`src/rtl/io_chan_seq.sv`:
```
// io_chan_seq: multi-channel character I/O sequencer.
//
// The sequencer binds to one of N_CHAN character devices under CPU command.
// In input mode it assembles CHAR_W-bit codes into signed words and pushes
// them into a small first-word-fall-through FIFO. In output mode it breaks
// CPU words into a sign char, NDIG magnitude digits (MSB first) and a MARK.
//
// Ports
//   CLOCK, rst                       clock, synchronous active-high reset
//   start, dir, sel, halt            command: begin / direction / channel / end
//   dev_in_data/valid/ready          per-channel device input chars
//   dev_out_data/valid/ready         shared output char, one-hot valid
//   word_in/_valid/_ready            CPU word to be emitted
//   word_out/_valid/_ready           FIFO head, popped on handshake
//   ready, done, overflow            idle, completion pulse, sticky digit loss
//
// state    | meaning
// ---------+-----------------------------------------------------------
// IDLE     | waiting for start with a legal channel
// IN       | accepting chars from the bound device
// FLUSH    | pushing the assembled word, then back to IN or IDLE
// OUT_WAIT | waiting for a CPU word (or halt)
// EMIT     | presenting sign, digits and MARK to the bound device
module io_chan_seq #(
  parameter int N_CHAN     = 4,
  parameter int CHAR_W     = 5,
  parameter int WORD_W     = 29,
  parameter int FIFO_DEPTH = 4,
  parameter int SEL_W      = (N_CHAN > 1) ? $clog2(N_CHAN) : 1
) (
  input  logic                     CLOCK,
  input  logic                     rst,
  input  logic                     start,
  input  logic                     dir,
  input  logic [SEL_W-1:0]         sel,
  input  logic                     halt,
  input  logic [N_CHAN*CHAR_W-1:0] dev_in_data,
  input  logic [N_CHAN-1:0]        dev_in_valid,
  output logic [N_CHAN-1:0]        dev_in_ready,
  output logic [CHAR_W-1:0]        dev_out_data,
  output logic [N_CHAN-1:0]        dev_out_valid,
  input  logic [N_CHAN-1:0]        dev_out_ready,
  input  logic [WORD_W-1:0]        word_in,
  input  logic                     word_in_valid,
  output logic                     word_in_ready,
  output logic [WORD_W-1:0]        word_out,
  output logic                     word_out_valid,
  input  logic                     word_out_ready,
  output logic                     ready,
  output logic                     done,
  output logic                     overflow
);

  localparam int DIG_W  = CHAR_W - 1;
  localparam int MAG_W  = WORD_W - 1;
  localparam int NDIG   = MAG_W / DIG_W;
  localparam int CNT_W  = $clog2(NDIG + 1);
  localparam int IDX_W  = $clog2(NDIG + 2);
  localparam int PTR_W  = (FIFO_DEPTH > 1) ? $clog2(FIFO_DEPTH) : 1;
  localparam int FCNT_W = $clog2(FIFO_DEPTH + 1);

  localparam logic [DIG_W-1:0] P_STOP  = DIG_W'(0);
  localparam logic [DIG_W-1:0] P_MARK  = DIG_W'(1);
  localparam logic [DIG_W-1:0] P_MINUS = DIG_W'(2);
  localparam logic [DIG_W-1:0] P_PLUS  = DIG_W'(3);
  localparam logic [SEL_W:0]   N_CHAN_V = (SEL_W + 1)'(N_CHAN);

  typedef enum logic [2:0] {
    S_IDLE, S_IN, S_FLUSH, S_OUT_WAIT, S_EMIT
  } state_t;

  state_t state, state_nxt;

  logic [SEL_W-1:0]  sel_q;
  logic [MAG_W-1:0]  asm_q;
  logic [CNT_W-1:0]  dig_cnt;
  logic              sign_q;
  logic              ovf_q;
  logic              ret_in_q;
  logic              halt_pend_q;
  logic [MAG_W-1:0]  out_mag;
  logic              out_sign;
  logic [IDX_W-1:0]  idx;
  logic              done_q;

  logic [WORD_W-1:0] mem [FIFO_DEPTH];
  logic [PTR_W-1:0]  rd_ptr, wr_ptr;
  logic [FCNT_W-1:0] fcnt;

  logic [CHAR_W-1:0] ch;
  logic [DIG_W-1:0]  payload;
  logic              sel_ok, start_ok, in_fire, is_ctrl, is_data;
  logic              is_stop, is_mark, is_minus, is_plus, has_data;
  logic              fifo_full, push, pop, win_fire, out_fire, last_idx;
  logic [N_CHAN-1:0] chan_onehot;

  assign sel_ok      = ({1'b0, sel} < N_CHAN_V);
  assign start_ok    = (state == S_IDLE) && start && sel_ok;
  assign ch          = dev_in_data[sel_q*CHAR_W +: CHAR_W];
  assign payload     = ch[DIG_W-1:0];
  assign is_ctrl     = ch[CHAR_W-1];
  assign in_fire     = (state == S_IN) && !halt && dev_in_valid[sel_q];
  assign is_data     = in_fire && !is_ctrl;
  assign is_stop     = in_fire && is_ctrl && (payload == P_STOP);
  assign is_mark     = in_fire && is_ctrl && (payload == P_MARK);
  assign is_minus    = in_fire && is_ctrl && (payload == P_MINUS);
  assign is_plus     = in_fire && is_ctrl && (payload == P_PLUS);
  assign has_data    = (dig_cnt != '0) || sign_q;
  assign fifo_full   = (fcnt == FCNT_W'(FIFO_DEPTH));
  // A pop in the same cycle does not make room for a push when full.
  assign push        = (state == S_FLUSH) && !fifo_full;
  assign pop         = word_out_ready && (fcnt != '0);
  assign win_fire    = (state == S_OUT_WAIT) && word_in_valid && !halt && !halt_pend_q;
  assign out_fire    = (state == S_EMIT) && dev_out_ready[sel_q];
  assign last_idx    = (idx == IDX_W'(NDIG + 1));
  assign chan_onehot = N_CHAN'(1) << sel_q;

  // State register
  always_ff @(posedge CLOCK) begin
    if (rst) state <= S_IDLE;
    else     state <= state_nxt;
  end

  // Next-state logic
  always_comb begin
    state_nxt = state;
    case (state)
      S_IDLE:     if (start_ok) state_nxt = dir ? S_OUT_WAIT : S_IN;
      S_IN: begin
        // halt behaves exactly like a received STOP
        if (halt || is_stop) state_nxt = has_data ? S_FLUSH : S_IDLE;
        else if (is_mark)    state_nxt = S_FLUSH;
      end
      S_FLUSH:    if (push) state_nxt = ret_in_q ? S_IN : S_IDLE;
      S_OUT_WAIT: begin
        if (halt || halt_pend_q) state_nxt = S_IDLE;
        else if (win_fire)       state_nxt = S_EMIT;
      end
      S_EMIT:     if (out_fire && last_idx) state_nxt = S_OUT_WAIT;
      default:    state_nxt = S_IDLE;
    endcase
  end

  // Output logic
  always_comb begin
    ready         = (state == S_IDLE);
    done          = done_q;
    overflow      = ovf_q;
    dev_in_ready  = '0;
    dev_out_valid = '0;
    dev_out_data  = '0;
    word_in_ready = 1'b0;
    if (state == S_IN && !halt) dev_in_ready = chan_onehot;
    if (state == S_OUT_WAIT)    word_in_ready = !halt && !halt_pend_q;
    if (state == S_EMIT) begin
      dev_out_valid = chan_onehot;
      if (idx == '0)    dev_out_data = {1'b1, out_sign ? P_MINUS : P_PLUS};
      else if (last_idx) dev_out_data = {1'b1, P_MARK};
      else              dev_out_data = {1'b0, out_mag[MAG_W-1 -: DIG_W]};
    end
    word_out_valid = (fcnt != '0);
    word_out       = word_out_valid ? mem[rd_ptr] : '0;
  end

  // Assembly / disassembly datapath
  always_ff @(posedge CLOCK) begin
    if (rst) begin
      sel_q       <= '0;
      asm_q       <= '0;
      dig_cnt     <= '0;
      sign_q      <= 1'b0;
      ovf_q       <= 1'b0;
      ret_in_q    <= 1'b0;
      halt_pend_q <= 1'b0;
      out_mag     <= '0;
      out_sign    <= 1'b0;
      idx         <= '0;
      done_q      <= 1'b0;
    end else begin
      done_q <= (state != S_IDLE) && (state_nxt == S_IDLE);
      case (state)
        S_IDLE: begin
          if (start_ok) begin
            sel_q       <= sel;
            asm_q       <= '0;
            dig_cnt     <= '0;
            sign_q      <= 1'b0;
            ovf_q       <= 1'b0;
            halt_pend_q <= 1'b0;
          end
        end
        S_IN: begin
          if (is_data) begin
            asm_q <= MAG_W'({asm_q, payload});
            if (dig_cnt != CNT_W'(NDIG)) dig_cnt <= dig_cnt + CNT_W'(1);
            else if (asm_q[MAG_W-1 -: DIG_W] != '0) ovf_q <= 1'b1;
          end
          if (is_minus) sign_q <= 1'b1;
          if (is_plus)  sign_q <= 1'b0;
          if (state_nxt == S_FLUSH) ret_in_q <= is_mark;
        end
        S_FLUSH: begin
          if (push) begin
            asm_q   <= '0;
            dig_cnt <= '0;
            sign_q  <= 1'b0;
          end
        end
        S_OUT_WAIT: begin
          if (win_fire) begin
            out_mag  <= word_in[WORD_W-1:1];
            out_sign <= word_in[0];
            idx      <= '0;
          end
          if (state_nxt == S_IDLE) halt_pend_q <= 1'b0;
        end
        S_EMIT: begin
          // halt is remembered so the word in flight finishes with its MARK
          if (halt) halt_pend_q <= 1'b1;
          if (out_fire) begin
            idx <= idx + IDX_W'(1);
            if (idx != '0 && !last_idx) out_mag <= out_mag << DIG_W;
          end
        end
        default: ;
      endcase
    end
  end

  // Word FIFO pointers and occupancy
  always_ff @(posedge CLOCK) begin
    if (rst) begin
      rd_ptr <= '0;
      wr_ptr <= '0;
      fcnt   <= '0;
    end else begin
      if (push) wr_ptr <= (wr_ptr == PTR_W'(FIFO_DEPTH - 1)) ? '0 : wr_ptr + PTR_W'(1);
      if (pop)  rd_ptr <= (rd_ptr == PTR_W'(FIFO_DEPTH - 1)) ? '0 : rd_ptr + PTR_W'(1);
      if (push && !pop)      fcnt <= fcnt + FCNT_W'(1);
      else if (pop && !push) fcnt <= fcnt - FCNT_W'(1);
    end
  end

  // Storage needs no reset: the head is masked while the FIFO is empty.
  always_ff @(posedge CLOCK) begin
    if (push) mem[wr_ptr] <= {asm_q, sign_q};
  end

endmodule
```
`config.mk`:
```
export PLATFORM = sky130hd
export DESIGN_NAME = io_chan_seq
export DESIGN_NICKNAME = d
export VERILOG_FILES = /design/src/rtl/io_chan_seq.sv
export SDC_FILE = /design/constraint.sdc
export NUM_CORES = 1
export LEC_CHECK = 0
export ABC_AREA = 1
export CORE_MARGIN = 2
export CORE_UTILIZATION = 55
export CTS_CLUSTER_SIZE = 30
export DETAILED_ROUTE_END_ITERATION = 6
export PLACE_DENSITY_LB_ADDON = 0.2
export SLEW_MARGIN = 0
export SYNTH_ARGS = -nofsm -noshare
export SYNTH_HDL_FRONTEND = slang
export SYNTH_SLANG_ARGS = --single-unit
export TNS_END_PERCENT = 100
```
`constraint.sdc`:
```
create_clock -name CLOCK -period 2.8 [get_ports CLOCK]
set_input_delay 0.84 -clock CLOCK [delete_from_list [all_inputs] [get_ports CLOCK]]
set_output_delay 0.84 -clock CLOCK [all_outputs]
set_load 0.05 [all_outputs]
```
==> qor.txt, run 1 <==
status: completed
clk sinks: 199
Max Slew Vio Count: 0
DRC Markers: 0
maxcap violations: 0
final worst slack: 0.0386 ns
total power: 10.8 mW
crit-path most repeated cell: nor2_1
diodes inserted: 0
TritonRoute pass-1 iters: 7
area grow syn2layout: 30.0%
CTS Buf Count: 17
DRT iter0 DRCs: 390
initial antenna violation count: 0
vias per cell: 5.60
critical path arrival: 1.92 ns
Clock Latency Late Sink: 0.44 ns
RD Place Congestion: 0.817
H-tree depth: 4
dpl cells: 1,209
die width: 129 microns
Die Area: 16,600 sq um
syn avg cell area: 9.18 sq um
register area share after synthesis: 60.0%
Final Non-Filler Cells: 1,247
yosys warns: 0
first-pass GRT wire length: 31.9 mm
starting density of the core: 56.4%
Die Span Y: 129 microns
HP Class: reg -> reg
final hold violation count: 0
crit path launch: halt
layout net count: 1,124
total wire length: 19.7 mm
pre-CTS setup slack: 0.0320 ns
CTS tree: yes
CP peak stage delay: 0.44 ns
Worst-Margin Slew: 0.539 ns
vias in the first global route: 6,428
GRT overflow: 0
routed length per placed instance: 15.8 microns
CP Class: in -> out
Synth Instances: 934
Rows: 45
Critical R2R Launch: fcnt[2]$_SDFFE_PP0P_
Worst R2R Path Depth: 12
clock skew: 0.0110 ns
Ports: 113
largest net degree at the start of global routing: 42
setup violators final: 0
flop-to-flop setup slack: 0.56 ns
Slew HR: 63.9%
fmax: 362 MHz
Final HPWL DP: 12.4 mm
clk slew on worst S/H paths: 0.07 ns
DRT antenna net count: 0
#FFs+latches synth: 199
slowest CP cell: clkdlybuf4s50_1
layout cells sized above 1: 16.1%
Yosys cell types: 34
crit path launch type: input pin
Cell Area, Synth: 8580 sq um
worst-path fanout max: 4
P_leak: 4.22 nW
RR Endpoint: fcnt[2]$_SDFFE_PP0P_
Core Region: 15,200 sq um
Pwr per Cell Area: 966 nW/um^2
hold_buf cts: 0
clock root buffer: clkbuf_16
final worst-path cycle share: 98.6%
Synthesized Nets: 1,012
setup TNS: 0 ns
Worst Path Required: 1.96 ns
buffers added on ports: 112
minimum clock period: 2.76 ns
crit-path cells: clkdlybuf4s50_1 -> nor2_1 -> inv_1 -> nor2_1 -> buf_12
crit path to: dev_in_ready[2]
Worst Setup End Kind: output port
RSZ-0062 raised after global routing: true
Overall Global Routing Usage: 24.6%
vias post-DR: 6,978
CTS max path bufs: 2
VDD IR-drop max: 0.000620 V
==> cells in the final DEF, fill, tap and decap left out, types with 2 or more instances in the layout <==
master / count
clkdlybuf4s50_1: 67
a21oi_2: 20
clkbuf_16: 19
nand2_2: 2
dfxtp_1: 81
edfxtp_1: 116
dfxtp_2: 2
clkinv_2: 2
buf_12: 47
clkinvlp_4: 3
nand4_1: 3
a211oi_1: 2
nand3_2: 2
nor2_2: 12
buf_4: 31
nor2_1: 151
inv_6: 7
buf_6: 3
nand2_1: 140
nor2_4: 2
nand3_1: 30
o21ai_1: 24
inv_4: 3
nor3b_1: 3
o21ai_0: 74
a21oi_1: 87
a31oi_1: 24
inv_2: 9
nor3_1: 29
o2111ai_1: 2
inv_1: 39
ha_1: 11
==> worst max-delay path: cells and delay by family <==
kind                   cells  cell delay [ns]
buffers and inverters      3             0.72
AND/OR/NAND/NOR            2             0.36
==> how the worst min path moves through the flow <==
stage                                from               endpoint  slack [ns]  depth (start not counted)
CTS                 overflow$_SDFFE_PP0P_  overflow$_SDFFE_PP0P_        0.45                          2
floorplan           out_sign$_SDFFE_PP0P_  out_sign$_SDFFE_PP0P_        0.42                          2
global placement    overflow$_SDFFE_PP0P_  overflow$_SDFFE_PP0P_        0.43                          2
finish              overflow$_SDFFE_PP0P_  overflow$_SDFFE_PP0P_        0.45                          2
global route        overflow$_SDFFE_PP0P_  overflow$_SDFFE_PP0P_        0.47                          2
detailed placement  overflow$_SDFFE_PP0P_  overflow$_SDFFE_PP0P_        0.44                          2
==> synth_stat cells <==
| library cell | n | area, sq um |
|---|---|---|
| or4_1 | 1 | 7.51 |
| o31ai_4 | 1 | 21.3 |
| o21ai_2 | 1 | 8.76 |
| inv_4 | 1 | 6.26 |
| buf_2 | 6 | 30.0 |
| o21ai_1 | 24 | 120 |
| nand3_2 | 2 | 20.0 |
| nand2_4 | 1 | 11.3 |
| o2111ai_1 | 2 | 17.5 |
| nor3b_1 | 3 | 22.5 |
| dfxtp_1 | 83 | 1660 |
| nor2_2 | 6 | 37.5 |
| buf_6 | 1 | 11.3 |
| buf_4 | 9 | 67.6 |
| clkbuf_1 | 34 | 128 |
| nand4_1 | 3 | 18.8 |
| nor3_1 | 31 | 155 |
| edfxtp_1 | 116 | 3480 |
| nand3_1 | 30 | 150 |
| a21oi_1 | 107 | 536 |
| buf_1 | 6 | 22.5 |
| inv_1 | 41 | 154 |
| a22oi_1 | 1 | 7.51 |
| o211a_1 | 1 | 10.0 |
| inv_2 | 9 | 33.8 |
| nor2_1 | 159 | 597 |
| nand2_1 | 140 | 526 |
| nand2_2 | 2 | 12.5 |
| ha_1 | 11 | 138 |
| o21ai_0 | 74 | 370 |
| a21boi_0 | 1 | 7.51 |
| a31oi_1 | 24 | 150 |
| fa_1 | 1 | 20.0 |
| a211oi_1 | 2 | 15.0 |
==> power breakdown <==
part | internal [mW] | switching, mW | leakage, nW | total [mW]
Sequential | 3.29 | 0.165 | 1.74 | 3.46
Clock | 1.27 | 1.11 | 0.289 | 2.38
Combinational | 2.01 | 2.92 | 2.19 | 4.93
Total | 6.57 | 4.20 | 4.22 | 10.8
==> state kept, by name, indices dropped and copies added, names as in the netlist, 2 cells and up, named ones only <==
name and cells:
mem 116, asm_q 28, out_mag 28, idx 4, dig_cnt 3, fcnt 3, state 3, rd_ptr 2
sel_q 2, wr_ptr 2
==> per-layer routing <==
layer | part of all wire (%) | GRT usage, %
met1 | 42 | 32.0
met2 | 50 | 41.6
met3 | 6.1 | 4.70
met4 | 1.8 | 8.38
met5 | 0 | 0
==> stage by stage <==
| stage | utilization [%] | hold WS (ns) | instance area, sq um |
|---|---|---|---|
| floorplan | - | 0.425 | 8660 |
| global placement | 68.9 | 0.432 | 10500 |
| detailed placement | 68.9 | 0.440 | 10500 |
| CTS | 72.9 | 0.452 | 11100 |
| global route | 73.3 | 0.465 | 11100 |
| finish | 73.3 | 0.451 | 11100 |
==> timing repair <==
action / in CTS / in global routing
gates resized for setup: 5 / 10
pin swaps: 0 / 1
buffers inserted: 1 / 5
endpoints found under the setup margin: 4 / 26
==> cell type report <==
class | count | area (sq um)
inverters | 51 | 201
clock inverters | 13 | 103
fillers | 1078 | 4050
clock buffers | 19 | 475
repair buffers | 149 | 1890
multi-input cells | 628 | 3100
flip-flops and latches | 199 | 5150
well taps | 188 | 235
==> kinds of logic after synthesis <==
group	share of synthesized area, %
AOI/OAI and AO/OA	14.7
buffers and inverters	5.28
DFF	60.0
adders and majority gates	1.84
and+or+nand+nor	18.2
Note: power is estimated with default switching activity, not from simulation.
==> run 2: changes to the inputs <==
- REMOVE_ABC_BUFFERS: unset -> 1
- TNS_END_PERCENT: 100 -> 10
==> qor.txt, run 2 (synthesis gave the netlist of run 1 again) <==
Worst Path Required: 1.96 ns
die width: 129 microns
dpl cells: 1,208
TritonRoute pass-1 iters: 6
leading registers by flop count: mem: 116 flops, asm_q: 28 flops, out_mag: 28 flops
Die Span Y: 129 microns
Die Area: 16,600 sq um
Slew HR: 64.3%
Layout Utilization: 72.9%
Ports: 113
power share of the clock group: 23.5%
diodes inserted: 0
total power: 10.7 mW
vias per cell: 5.58
buffers added on ports: 112
final hold violation count: 0
starting density of the core: 56.4%
layout cells sized above 1: 13.5%
Max Slew Vio Count: 0
setup violators final: 0
VDD IR-drop max: 0.000591 V
critical path arrival: 1.89 ns
Rows: 45
maxcap violations: 0
CTS max path bufs: 2
Worst-Margin Slew: 0.534 ns
DRC Markers: 0
Flop pwr share: 32.2%
clock skew: 0.00601 ns
CTS tree: yes
first-pass GRT wire length: 32.2 mm
vias post-DR: 6,914
clk slew on worst S/H paths: 0.07 ns
hold_buf cts: 0
switching part of the total: 37.7%
HP Class: reg -> reg
minimum clock period: 2.73 ns
final worst-path cycle share: 97.4%
placed instance area: 10,400 sq um
max reg flops: 116
Core Region: 15,200 sq um
routed length per placed instance: 15.9 microns
clock root buffer: clkbuf_16
largest net degree at the start of global routing: 59
total wire length: 19.7 mm
RSZ-0062 raised after global routing: true
CP Class: in -> out
Layout fillers: 1,100
worst-path fanout max: 4
Reg with most FFs: mem
layout net count: 1,117
pre-CTS setup slack: 0.0627 ns
fmax: 366 MHz
final worst slack: 0.0715 ns
initial antenna violation count: 0
DRT antenna net count: 0
P_leak: 4.22 nW
clk sinks: 199
Multi-input gate area: 3020 sq um
Final Non-Filler Cells: 1,240
Overall Global Routing Usage: 24.9%
Final HPWL DP: 12.1 mm
Worst Setup End Kind: output port
post-CTS setup buffers: 0
commonest non-fill, non-tap cell in the layout: nor2_1
RD Place Congestion: 0.808
H-tree depth: 4
area grow syn2layout: 29.1%
most frequent cells in the layout: nor2_1 (150), nand2_1 (140), edfxtp_1 (116), a21oi_1 (106), dfxtp_1 (81)
DRT iter0 DRCs: 362
vias in the first global route: 6,740
Pwr per Cell Area: 968 nW/um^2
GRT overflow: 0
status: completed
CTS Buf Count: 17
Clock Latency Late Sink: 0.44 ns
Register Area: 5150 sq um
Logic pwr share: 44.3%
internal power: 6.68 mW
NetSw: 4.04 mW
post-route cell area: 11,100 sq um
crit path launch type: input pin
==> run 2: changes by cell type in the layout (fill, tap and decap cells not counted), sizes merged <==
| cell | before | now |
|---|---|---|
| buf | 81 | 74 |
| clkbuf | 19 | 25 |
| clkinvlp | 3 | 0 |
| inv | 59 | 56 |
==> run 2: area by class of cell <==
| type | instances | area share (%) |
|---|---|---|
| flip-flops and latches | 199 | 46.5 |
| repair buffers | 142 | 16.7 |
| multi-input cells | 628 | 27.3 |
| clock buffers | 25 | 5.29 |
| clock inverters | 7 | 0.407 |
| inverters | 51 | 1.75 |
| well taps | 188 | 2.12 |
==> run 2: routing by layer <==
layer  GRT usage (%)  up-vias  wire [microns]
met1            30.6     3239            8390
li1                -     3419               -
met4            9.40        0             336
met3            5.74       32            1040
met2            42.8      224            9930
met5               0        -               0
==> run 2: power groups by stage <==
stage                     Sequential (mW)  Clock (mW)  Combinational (mW)
after floorplan                      3.56           0                2.36
after global placement               3.50           0                4.68
after detailed placement             3.51           0                4.74
after CTS                            3.45        2.54                4.76
after global routing                 3.47        2.65                5.04
final                                3.45        2.52                4.75
==> run 2: critical path: stages <==
cell and delay, ns:
clkdlybuf4s50_1 0.42, nor2_1 0.16, inv_1 0.11, nor2_1 0.19, buf_12 0.17
==> run 2: final timing paths <==
| kind | end | slack, ns | cells after the start | startpoint |
|---|---|---|---|---|
| max | dev_in_ready[0] | 0.07 | 5 | halt |
| min | out_sign$_SDFFE_PP0P_ | 0.46 | 2 | out_sign$_SDFFE_PP0P_ |
| max reg2reg | fcnt[2]$_SDFFE_PP0P_ | 0.51 | 12 | state[1]$_SDFF_PP0_ |
| min reg2reg | out_sign$_SDFFE_PP0P_ | 0.46 | 2 | out_sign$_SDFFE_PP0P_ |
==> run 2: what timing repair did <==
item | in CTS | in global routing
cloned | 0 | 0
endpoints found under the setup margin | 2 | 12
gates resized for setup | 2 | 8
pin swaps | 0 | 0
==> run 2: metrics by stage <==
step           TNS [ns]  hold WS [ns]
6_report              0         0.461
3_3_place_gp          0         0.438
2_1_floorplan    -28.98         0.426
5_1_grt         -0.0715         0.477
3_5_place_dp          0         0.446
4_1_cts               0         0.455
